<file path="src/rtl/if_fetch.sv">
// Instruction-fetch stage: owns the PC, addresses instruction SRAM and feeds {ce, pc} to ID.
// Optional misaligned-fetch detection is compiled in with `define IF_ADDR_CHECK_EN.
module if_fetch #(
  parameter logic [31:0] RESET_PC = 32'hBFBF_FFFC
) (
  input  logic        clk,
  input  logic        rst,
  input  logic [5:0]  stall,
  input  logic [32:0] br_bus,
  output logic [32:0] if_to_id_bus,
  output logic        inst_sram_en,
  output logic [3:0]  inst_sram_wen,
  output logic [31:0] inst_sram_addr,
  output logic [31:0] inst_sram_wdata,
  output logic        fetch_adel
);

  localparam logic [1:0] S_BOOT  = 2'd0;
  localparam logic [1:0] S_RUN   = 2'd1;
  localparam logic [1:0] S_FAULT = 2'd2;

  logic [1:0]  state;
  logic [31:0] pc_reg;
  logic        ce_reg;
  logic        pend_v;
  logic [31:0] pend_addr;
  logic        adel_reg;

  logic        br_e;
  logic [31:0] br_addr;
  logic        hold;
  logic [31:0] next_pc;
  logic        next_bad;

  assign br_e    = br_bus[32];
  assign br_addr = br_bus[31:0];
  assign hold    = stall[0];

  // Live branch beats a redirect captured during a stall; otherwise sequential.
  always_comb begin
    next_pc = pc_reg + 32'd4;
    if (br_e)        next_pc = br_addr;
    else if (pend_v) next_pc = pend_addr;
  end

`ifdef IF_ADDR_CHECK_EN
  assign next_bad = (next_pc[1:0] != 2'b00);
`else
  assign next_bad = 1'b0;
`endif

  always_ff @(posedge clk) begin
    if (rst) begin
      state     <= S_BOOT;
      pc_reg    <= RESET_PC;
      ce_reg    <= 1'b0;
      pend_v    <= 1'b0;
      pend_addr <= 32'd0;
      adel_reg  <= 1'b0;
    end else if (hold) begin
      // Latest redirect raised during a stall wins; PC and ce freeze.
      if (br_e) begin
        pend_v    <= 1'b1;
        pend_addr <= br_addr;
      end
    end else begin
      case (state)
        S_BOOT, S_RUN: begin
          pc_reg <= next_pc;
          pend_v <= 1'b0;
          if (next_bad) begin
            ce_reg   <= 1'b0;
            adel_reg <= 1'b1;
            state    <= S_FAULT;
          end else begin
            ce_reg   <= 1'b1;
            adel_reg <= 1'b0;
            state    <= S_RUN;
          end
        end
        S_FAULT: begin
          // Only a fresh branch (typically the exception vector) clears the fault.
          if (br_e) begin
            pc_reg <= br_addr;
            pend_v <= 1'b0;
            if (next_bad) begin
              ce_reg   <= 1'b0;
              adel_reg <= 1'b1;
            end else begin
              ce_reg   <= 1'b1;
              adel_reg <= 1'b0;
              state    <= S_RUN;
            end
          end
        end
        default: begin
          state  <= S_BOOT;
          ce_reg <= 1'b0;
        end
      endcase
    end
  end

  assign inst_sram_en    = ce_reg;
  assign inst_sram_addr  = pc_reg;
  assign inst_sram_wen   = 4'b0000;
  assign inst_sram_wdata = 32'd0;
  assign if_to_id_bus    = {ce_reg, pc_reg};

`ifdef IF_ADDR_CHECK_EN
  assign fetch_adel = adel_reg;
  logic unused_ok;
  assign unused_ok = &{1'b0, stall[5:1]};
`else
  assign fetch_adel = 1'b0;
  logic unused_ok;
  assign unused_ok = &{1'b0, stall[5:1], adel_reg};
`endif

endmodule

</file>
<file path="config.mk">
export PLATFORM = sky130hd
export DESIGN_NAME = if_fetch
export DESIGN_NICKNAME = d
export VERILOG_FILES = /design/src/rtl/if_fetch.sv
export SDC_FILE = /design/constraint.sdc
export NUM_CORES = 1
export LEC_CHECK = 0
export BUFFER_PORTS_ARGS = -buffer_cell sky130_fd_sc_hd__buf_2
export CORE_ASPECT_RATIO = 1.5
export CORE_MARGIN = 3
export CORE_UTILIZATION = 35
export CTS_BUF_LIST = sky130_fd_sc_hd__clkbuf_4 sky130_fd_sc_hd__clkbuf_8
export CTS_CLUSTER_DIAMETER = 60
export DETAILED_ROUTE_END_ITERATION = 16
export GPL_TIMING_DRIVEN = 0
export HOLD_SLACK_MARGIN = 0.03
export PLACE_DENSITY_LB_ADDON = 0.3
export SLEW_MARGIN = 20
export SYNTH_ARGS = -nofsm -noshare
export SYNTH_HDL_FRONTEND = slang
export SYNTH_SLANG_ARGS = --single-unit
</file>
<file path="constraint.sdc">
create_clock -name clk -period 2.8 [get_ports clk]
set_clock_uncertainty 0.2 [all_clocks]
set_input_delay 0 -clock clk [delete_from_list [all_inputs] [get_ports clk]]
set_output_delay 0 -clock clk [all_outputs]
set_load 0.03 [all_outputs]
</file>
==> key figures, run 1 <==
Synth
  • Distinct cells, synth: 56
  • Syn Area/Cell: 7.46 sq um
  • Synth Instances: 545
  • Total number of yosys warnings: 0
  • Yosys reg bits: 66
  • Top FF cell, synth: dfxtp_1
  • Post-synthesis sequential area ratio: 32.5%
  • Synth area leaders: dfxtp_1 33%, buf_4 13%, a21oi_1 9.1%
  • Synthesized cell area: 4070 sq um
  • Yosys top cell area share: 32.5%
  • Post-synth EDFFs: 0
  • Async set-reset flop share out of synthesis: 0%
  • Leading area contributor after synthesis: dfxtp_1

Pwr
  • Tot Pwr: 2.71 mW
  • Max VDD drop: 0.000228 V
  • Leakage power: 2.30 nW
  • Power density cells: 505 nW/um^2

STA
  • Setup ws final: 0.182 ns
  • Slew @ Worst Pin: 0.780 ns
  • Slew HR: 47.6%
  • Minimum clock period: 2.62 ns
  • Maximum clock frequency: 0.382 GHz
  • Fin crit share: 93.5%
  • Hold Slack: 0.139 ns
  • Final hold vios: 0
  • Setup_tns: 0 ns
  • Final Max Tran Viols: 0
  • RSZ-0062 raised after global routing: false
  • # setup viols final: 0

Final layout
  • Area taken by flip-flops and latches: 1320 sq um
  • Area occupied by multi-input gates: 2180 sq um
  • Most frequent cells in the layout: 100 x buf_2, 96 x nand2_1, 74 x a21oi_1
  • Final core occ: 48.1%
  • Ant diodes: 0
  • Area Overhead vs Synth: 32.3%
  • Most common cell after layout, fill and taps aside: buf_2
  • Final non-filler cell total: 873
  • Design area: 5380 sq um
  • Ratio of cells with drive above 1 in the final layout: 26.9%
  • Filler Cell Count: 1,155
  • Net count reported at finish: 766

GRT
  • Antenna violations before repair: 0
  • Overflow after GRT: 0
  • Largest net degree at the start of global routing: 11
  • GRT Total Usage: 21.3%
  • First-pass GRT wire length: 21.0 mm
  • Vias in the first global route: 4,134

Placed design
  • Pre-CTS setup slack: 0.119 ns
  • Area after DPL: 4870 sq um
  • HPWL after DPL: 10.4 mm
  • Final GP Congestion: 0.867
  • IO Port Bufs: 98
  • DP Cell Count: 826

Routing
  • DR pass1 iterations: 5
  • Drt via density: 5.08
  • DRT iter0 DRCs: 332
  • Avg WL per Cell: 15.9 um
  • Vias: 4,431
  • # DRC: 0
  • Routed WL: 13.9 mm
  • Post-DRT Antenna Nets: 0

Setup path
  • Crit-path leading delay family: simple AND/OR/NAND/NOR gates
  • Worst R2R Path Depth: 7
  • Setup crit end kind: register
  • Crit-path max cell delay: 0.50 ns
  • Maximum fanout along the worst path: 8
  • Crit path cell chain: ha_1 -> nand4_1 -> nor4_4 -> buf_4 -> nand2_1 -> a21o_1 -> a221o_1
  • Worst Path Required: 2.84 ns
  • CP Launch Type: register
  • Critical path buffers and inverters: 1
  • Crit Path Class: reg -> reg
  • Crit path DAT: 2.66 ns
  • Worst path slowest cell: dfxtp_1
  • Worst path depth: 7

Floorplanning
  • # rows: 47
  • Core area: 11,200 sq um
  • Die Area: 13,000 sq um
  • Die H: 138 um
  • Top Ports: 144
  • Starting density of the core: 36.4%
  • Die Width: 94.0 um

Clocking
  • Clock Root Buffer: clkbuf_8
  • Clock transition at path regs: 0.06 ns
  • Clk_lat worst skew: 0.35 ns
  • CTS tree: yes
  • H-tree level count: 3
  • Sink Count: 66
  • CTS Buffer Depth: 2
  • CTS buffer count: 9

Run status
  • Status: completed

Hold path
  • Hold path cells: 4
  • Worst min-delay path category: in -> reg

Job
  • Max Cap Viol: 0
[synth_stat cells, types with 5 or more instances]
| master | count |
|---|---|
| a211oi_1 | 7 |
| a21oi_1 | 74 |
| buf_1 | 5 |
| buf_4 | 70 |
| clkbuf_1 | 30 |
| dfxtp_1 | 66 |
| inv_1 | 9 |
| mux2i_1 | 11 |
| nand2_1 | 96 |
| nand2b_1 | 6 |
| nand3_1 | 11 |
| nand4_1 | 8 |
| nor2_1 | 34 |
| nor3_1 | 12 |
| nor3b_1 | 5 |
| o21a_1 | 6 |
| o21ai_0 | 17 |
| xnor2_1 | 5 |
[timing repair]
item	in CTS	in global routing
buffers inserted	0	1
setup endpoints to repair	0	2
resized for setup	0	0
endpoints found under the hold margin	63	0
hold buffers	33	0
[layout make-up]
cell class / instances / share of cell area (%)
multi-input cells: 399 / 40.5
clock buffers: 13 / 3.09
plain buffers: 107 / 12.4
repair buffers: 132 / 15.4
well taps: 147 / 3.42
flip-flops and latches: 66 / 24.6
inverters: 9 / 0.628
[flip-flops by register name, summed over array words and instances, names as in the netlist]
name            cells
pend_addr          32
inst_sram_en        1
inst_sram_addr     32
pend_v              1
[cell families after synthesis]
| logic type | synth area share, % |
|---|---|
| AO/OA/AOI/OAI | 21.8 |
| XOR/XNOR | 1.72 |
| adder cells (fa/ha/maj) | 0.308 |
| buffers and inverters | 17.2 |
| flip-flops | 32.5 |
| multiplexers | 2.71 |
| other | 0.0922 |
| AND/OR/NAND/NOR | 23.6 |
[power by group]
part | total [mW] | switching (mW) | internal, mW
Clock | 0.726 | 0.351 | 0.376
Sequential | 1.08 | 0.0814 | 1.00
Combinational | 0.905 | 0.572 | 0.334
[path summary, 6_finish.rpt]
path / startpoint / slack, ns / end
worst min register to register: pend_addr[15]$_SDFFE_PP0P_ / 0.26 / pend_addr[15]$_SDFFE_PP0P_
worst max-delay path: inst_sram_addr[2]$_SDFFE_PP1N_ / 0.18 / inst_sram_addr[24]$_SDFFE_PP1N_
worst max register to register: inst_sram_addr[2]$_SDFFE_PP1N_ / 0.18 / inst_sram_addr[24]$_SDFFE_PP1N_
worst min-delay path: br_bus[32] / 0.14 / inst_sram_addr[26]$_SDFFE_PP1N_
[worst min-delay path, delay by kind of cell]
| family | cells | cell delay [ns] |
|---|---|---|
| buffers and inverters | 1 | 0.18 |
| AOI/OAI and AO/OA | 2 | 0.21 |
| and+or+nand+nor | 1 | 0.26 |
[routing by layer]
layer,vias to the layer above,global-route usage [%],routed length [um]
li1,2138,-,-
met1,2053,23.6,5250
met2,203,37.6,7040
met3,37,3.37,963
met4,0,13.6,652
met5,-,0,0
(Power assumes the default switching activity.)
==> run 2: changes to the inputs <==
==> constraint.sdc (replaced) <==
create_clock -name clk -period 2.8 [get_ports clk]
set_clock_uncertainty 0.2 [all_clocks]
set_input_delay 0.28 -clock clk [delete_from_list [all_inputs] [get_ports clk]]
set_output_delay 0.28 -clock clk [all_outputs]
set_load 0.03 [all_outputs]
==> run 2 against run 1 <==
  * Sequential share of layout area hardly changed
  * Via count is 0.70% higher
  * Register-to-register slack hardly changed
  * Flip-flop and latch count stayed put
  * Largest cell class unchanged
  * Critical path type unchanged
  * Worst hold slack better by 0.11 ns
  * Die area stayed put
  * Clock power is 0.7% higher
==> key figures, run 2 (synthesized netlist as in run 1, its figures left out) <==
Run status
  • Status: completed (unchanged)

Setup path
  • Reg-to-reg setup timing slack: 0.19 ns (was 0.18 ns)
  • R2r endpoint: inst_sram_addr[24]$_SDFFE_PP1N_ (unchanged)
  • Crit-path leading delay family: simple AND/OR/NAND/NOR gates (unchanged)
  • Critical path buffers and inverters: 1 (unchanged)
  • Worst reg2reg startpoint: inst_sram_addr[2]$_SDFFE_PP1N_ (unchanged)
  • Worst R2R Path Depth: 7 (unchanged)
  • Worst path slowest cell: dfxtp_1 (unchanged)
  • Crit path cell chain: ha_1 -> nand4_1 -> nor4_4 -> buf_4 -> nand2_1 -> a21o_1 -> a221o_1 (unchanged)
  • Crit Path Class: reg -> reg (unchanged)
  • Crit-path max cell delay: 0.50 ns (about the same)
  • Crit path DAT: 2.65 ns (was 2.66 ns)
  • CP Launch Type: register (unchanged)
  • Worst Path Required: 2.84 ns (about the same)
  • Maximum fanout along the worst path: 8 (unchanged)
  • Setup crit end kind: register (unchanged)

Final layout
  • Most common cell after layout, fill and taps aside: buf_2 (unchanged)
  • Ratio of cells with drive above 1 in the final layout: 26.9% (about the same)
  • Filler Cell Count: 1,157 (was 1,155)
  • Area Overhead vs Synth: 32.1% (was 32.3%)
  • Most frequent cells in the layout: 100 x buf_2, 96 x nand2_1, 74 x a21oi_1 (unchanged)
  • Ant diodes: 0 (unchanged)
  • Net count reported at finish: 765 (was 766)

Clocking
  • Clk_lat worst skew: 0.36 ns (was 0.35 ns)
  • Sink Count: 66 (unchanged)
  • CTS resizes: 0 (unchanged)
  • H-tree level count: 3 (unchanged)
  • CTS tree: yes (unchanged)
  • CTS buffer count: 9 (unchanged)
  • CTS Buffer Depth: 2 (unchanged)
  • Clock Root Buffer: clkbuf_8 (unchanged)
  • Clock transition at path regs: 0.07 ns (was 0.06 ns)

STA
  • Slew @ Worst Pin: 0.758 ns (was 0.780 ns)
  • Setup_tns: 0 ns (unchanged)
  • Maximum clock frequency: 0.383 GHz (was 0.382 GHz)
  • RSZ-0062 raised after global routing: false (unchanged)
  • Final hold vios: 0 (unchanged)
  • Hold Slack: 0.249 ns (was 0.139 ns)
  • Slew HR: 49.1% (was 47.6%)
  • Fin crit share: 93.2% (was 93.5%)
  • # setup viols final: 0 (unchanged)
  • Minimum clock period: 2.61 ns (was 2.62 ns)
  • Final Max Tran Viols: 0 (unchanged)

Routing
  • DR pass1 iterations: 5 (unchanged)
  • # DRC: 0 (unchanged)
  • Post-DRT Antenna Nets: 0 (unchanged)
  • Drt via density: 5.12 (was 5.08)
  • Vias: 4,462 (was 4,431)
  • Routed WL: 13.9 mm (about the same)
  • Avg WL per Cell: 15.9 um (about the same)
  • DRT iter0 DRCs: 318 (was 332)

Job
  • Max Cap Viol: 0 (unchanged)

GRT
  • Overflow after GRT: 0 (unchanged)
  • Met2 Track Usage GR: 37.4% (was 37.6%)
  • Met3 usage: 3.42% (was 3.37%)
  • GRT Total Usage: 21.3% (about the same)
  • Antenna violations before repair: 0 (unchanged)
  • First-pass GRT wire length: 21.0 mm (about the same)
  • Vias in the first global route: 4,128 (was 4,134)
  • GRT Max-Usage Layer: met2 (unchanged)
  • Largest net degree at the start of global routing: 11 (unchanged)
  • Global Route met1 Usage: 23.5% (was 23.6%)

Floorplanning
  • # rows: 47 (unchanged)
  • Top Ports: 144 (unchanged)
  • Core area: 11,200 sq um (unchanged)
  • Die Area: 13,000 sq um (unchanged)
  • Die Width: 94.0 um (unchanged)
  • Starting density of the core: 36.4% (unchanged)
  • Die H: 138 um (unchanged)

Pwr
  • Power density cells: 506 nW/um^2 (was 505 nW/um^2)
  • Leakage power: 2.30 nW (about the same)
  • Max VDD drop: 0.000232 V (was 0.000228 V)

Hold path
  • Min-delay src: rst (was br_bus[32])
  • Hold path cells: 4 (unchanged)
  • Worst Hold End: inst_sram_addr[17]$_SDFFE_PP1N_ (was inst_sram_addr[26]$_SDFFE_PP1N_)
  • Worst min-delay path category: in -> reg (unchanged)

Placed design
  • HPWL after DPL: 10.4 mm (unchanged)
  • Final GP Congestion: 0.867 (unchanged)
  • IO Port Bufs: 98 (unchanged)
## run 2: cell types whose count changed in the layout (fill, tap and decap cells not counted), sizes merged
cell and change:
dlygate4sd3 -1
## run 2: layout make-up
type	count	area [sq um]	share of cell area [%]
multi-input cells	399	2180	40.6
flip-flops and latches	66	1320	24.6
repair buffers	131	818	15.2
plain buffers	107	667	12.4
well taps	147	184	3.43
clock buffers	13	166	3.10
inverters	9	33.8	0.629
## run 2: power by group
part / switching (mW) / internal, mW
clock: 0.356 / 0.375
combinational: 0.571 / 0.333
sequential: 0.0805 / 1.00
## run 2: how the worst max path moves through the flow
stage | startpoint | to | slack, ns | cells past startpoint
2_1_floorplan | inst_sram_addr[2]$_SDFFE_PP1N_ | inst_sram_addr[30]$_SDFFE_PP0N_ | 0.43 | 6
3_3_place_gp | inst_sram_addr[2]$_SDFFE_PP1N_ | inst_sram_addr[24]$_SDFFE_PP1N_ | 0.20 | 6
3_5_place_dp | inst_sram_addr[2]$_SDFFE_PP1N_ | inst_sram_addr[24]$_SDFFE_PP1N_ | 0.12 | 6
4_1_cts | inst_sram_addr[2]$_SDFFE_PP1N_ | inst_sram_addr[24]$_SDFFE_PP1N_ | 0.12 | 6
5_1_grt | inst_sram_addr[2]$_SDFFE_PP1N_ | inst_sram_addr[30]$_SDFFE_PP0N_ | 0.04 | 7
6_report | inst_sram_addr[2]$_SDFFE_PP1N_ | inst_sram_addr[24]$_SDFFE_PP1N_ | 0.19 | 7
## run 2: timing repair
item / CTS / global route
hold buffers: 32 / 0
setup endpoints to repair: 0 / 2
endpoints found under the hold margin: 32 / 0
buffers inserted: 0 / 1
## run 2: through the flow
stage,cells,setup slack (ns),cell area [sq um],util [%],power (mW)
2_1_floorplan,581,0.427,4200,-,1.72
3_3_place_gp,826,0.201,4870,43.6,1.95
3_5_place_dp,826,0.119,4870,43.6,1.96
4_1_cts,871,0.120,5360,48.0,2.72
5_1_grt,872,0.0396,5370,48.1,2.84
6_report,872,0.190,5370,48.1,2.72
## run 2: routing by layer
| layer | routed length [um] | vias up |
|---|---|---|
| met2 | 7010 | 226 |
| met3 | 1030 | 43 |
| met5 | 0 | - |
| met4 | 675 | 0 |
| met1 | 5170 | 2052 |
| li1 | - | 2141 |
## run 2: worst register-to-register path: cells and delay by family, from the launching register on
kind	cells	cell delay (ns)
fa+ha+maj	1	0.29
buf+inv	1	0.19
simple gates	3	0.79
flops	1	0.50
compound gates	2	0.53
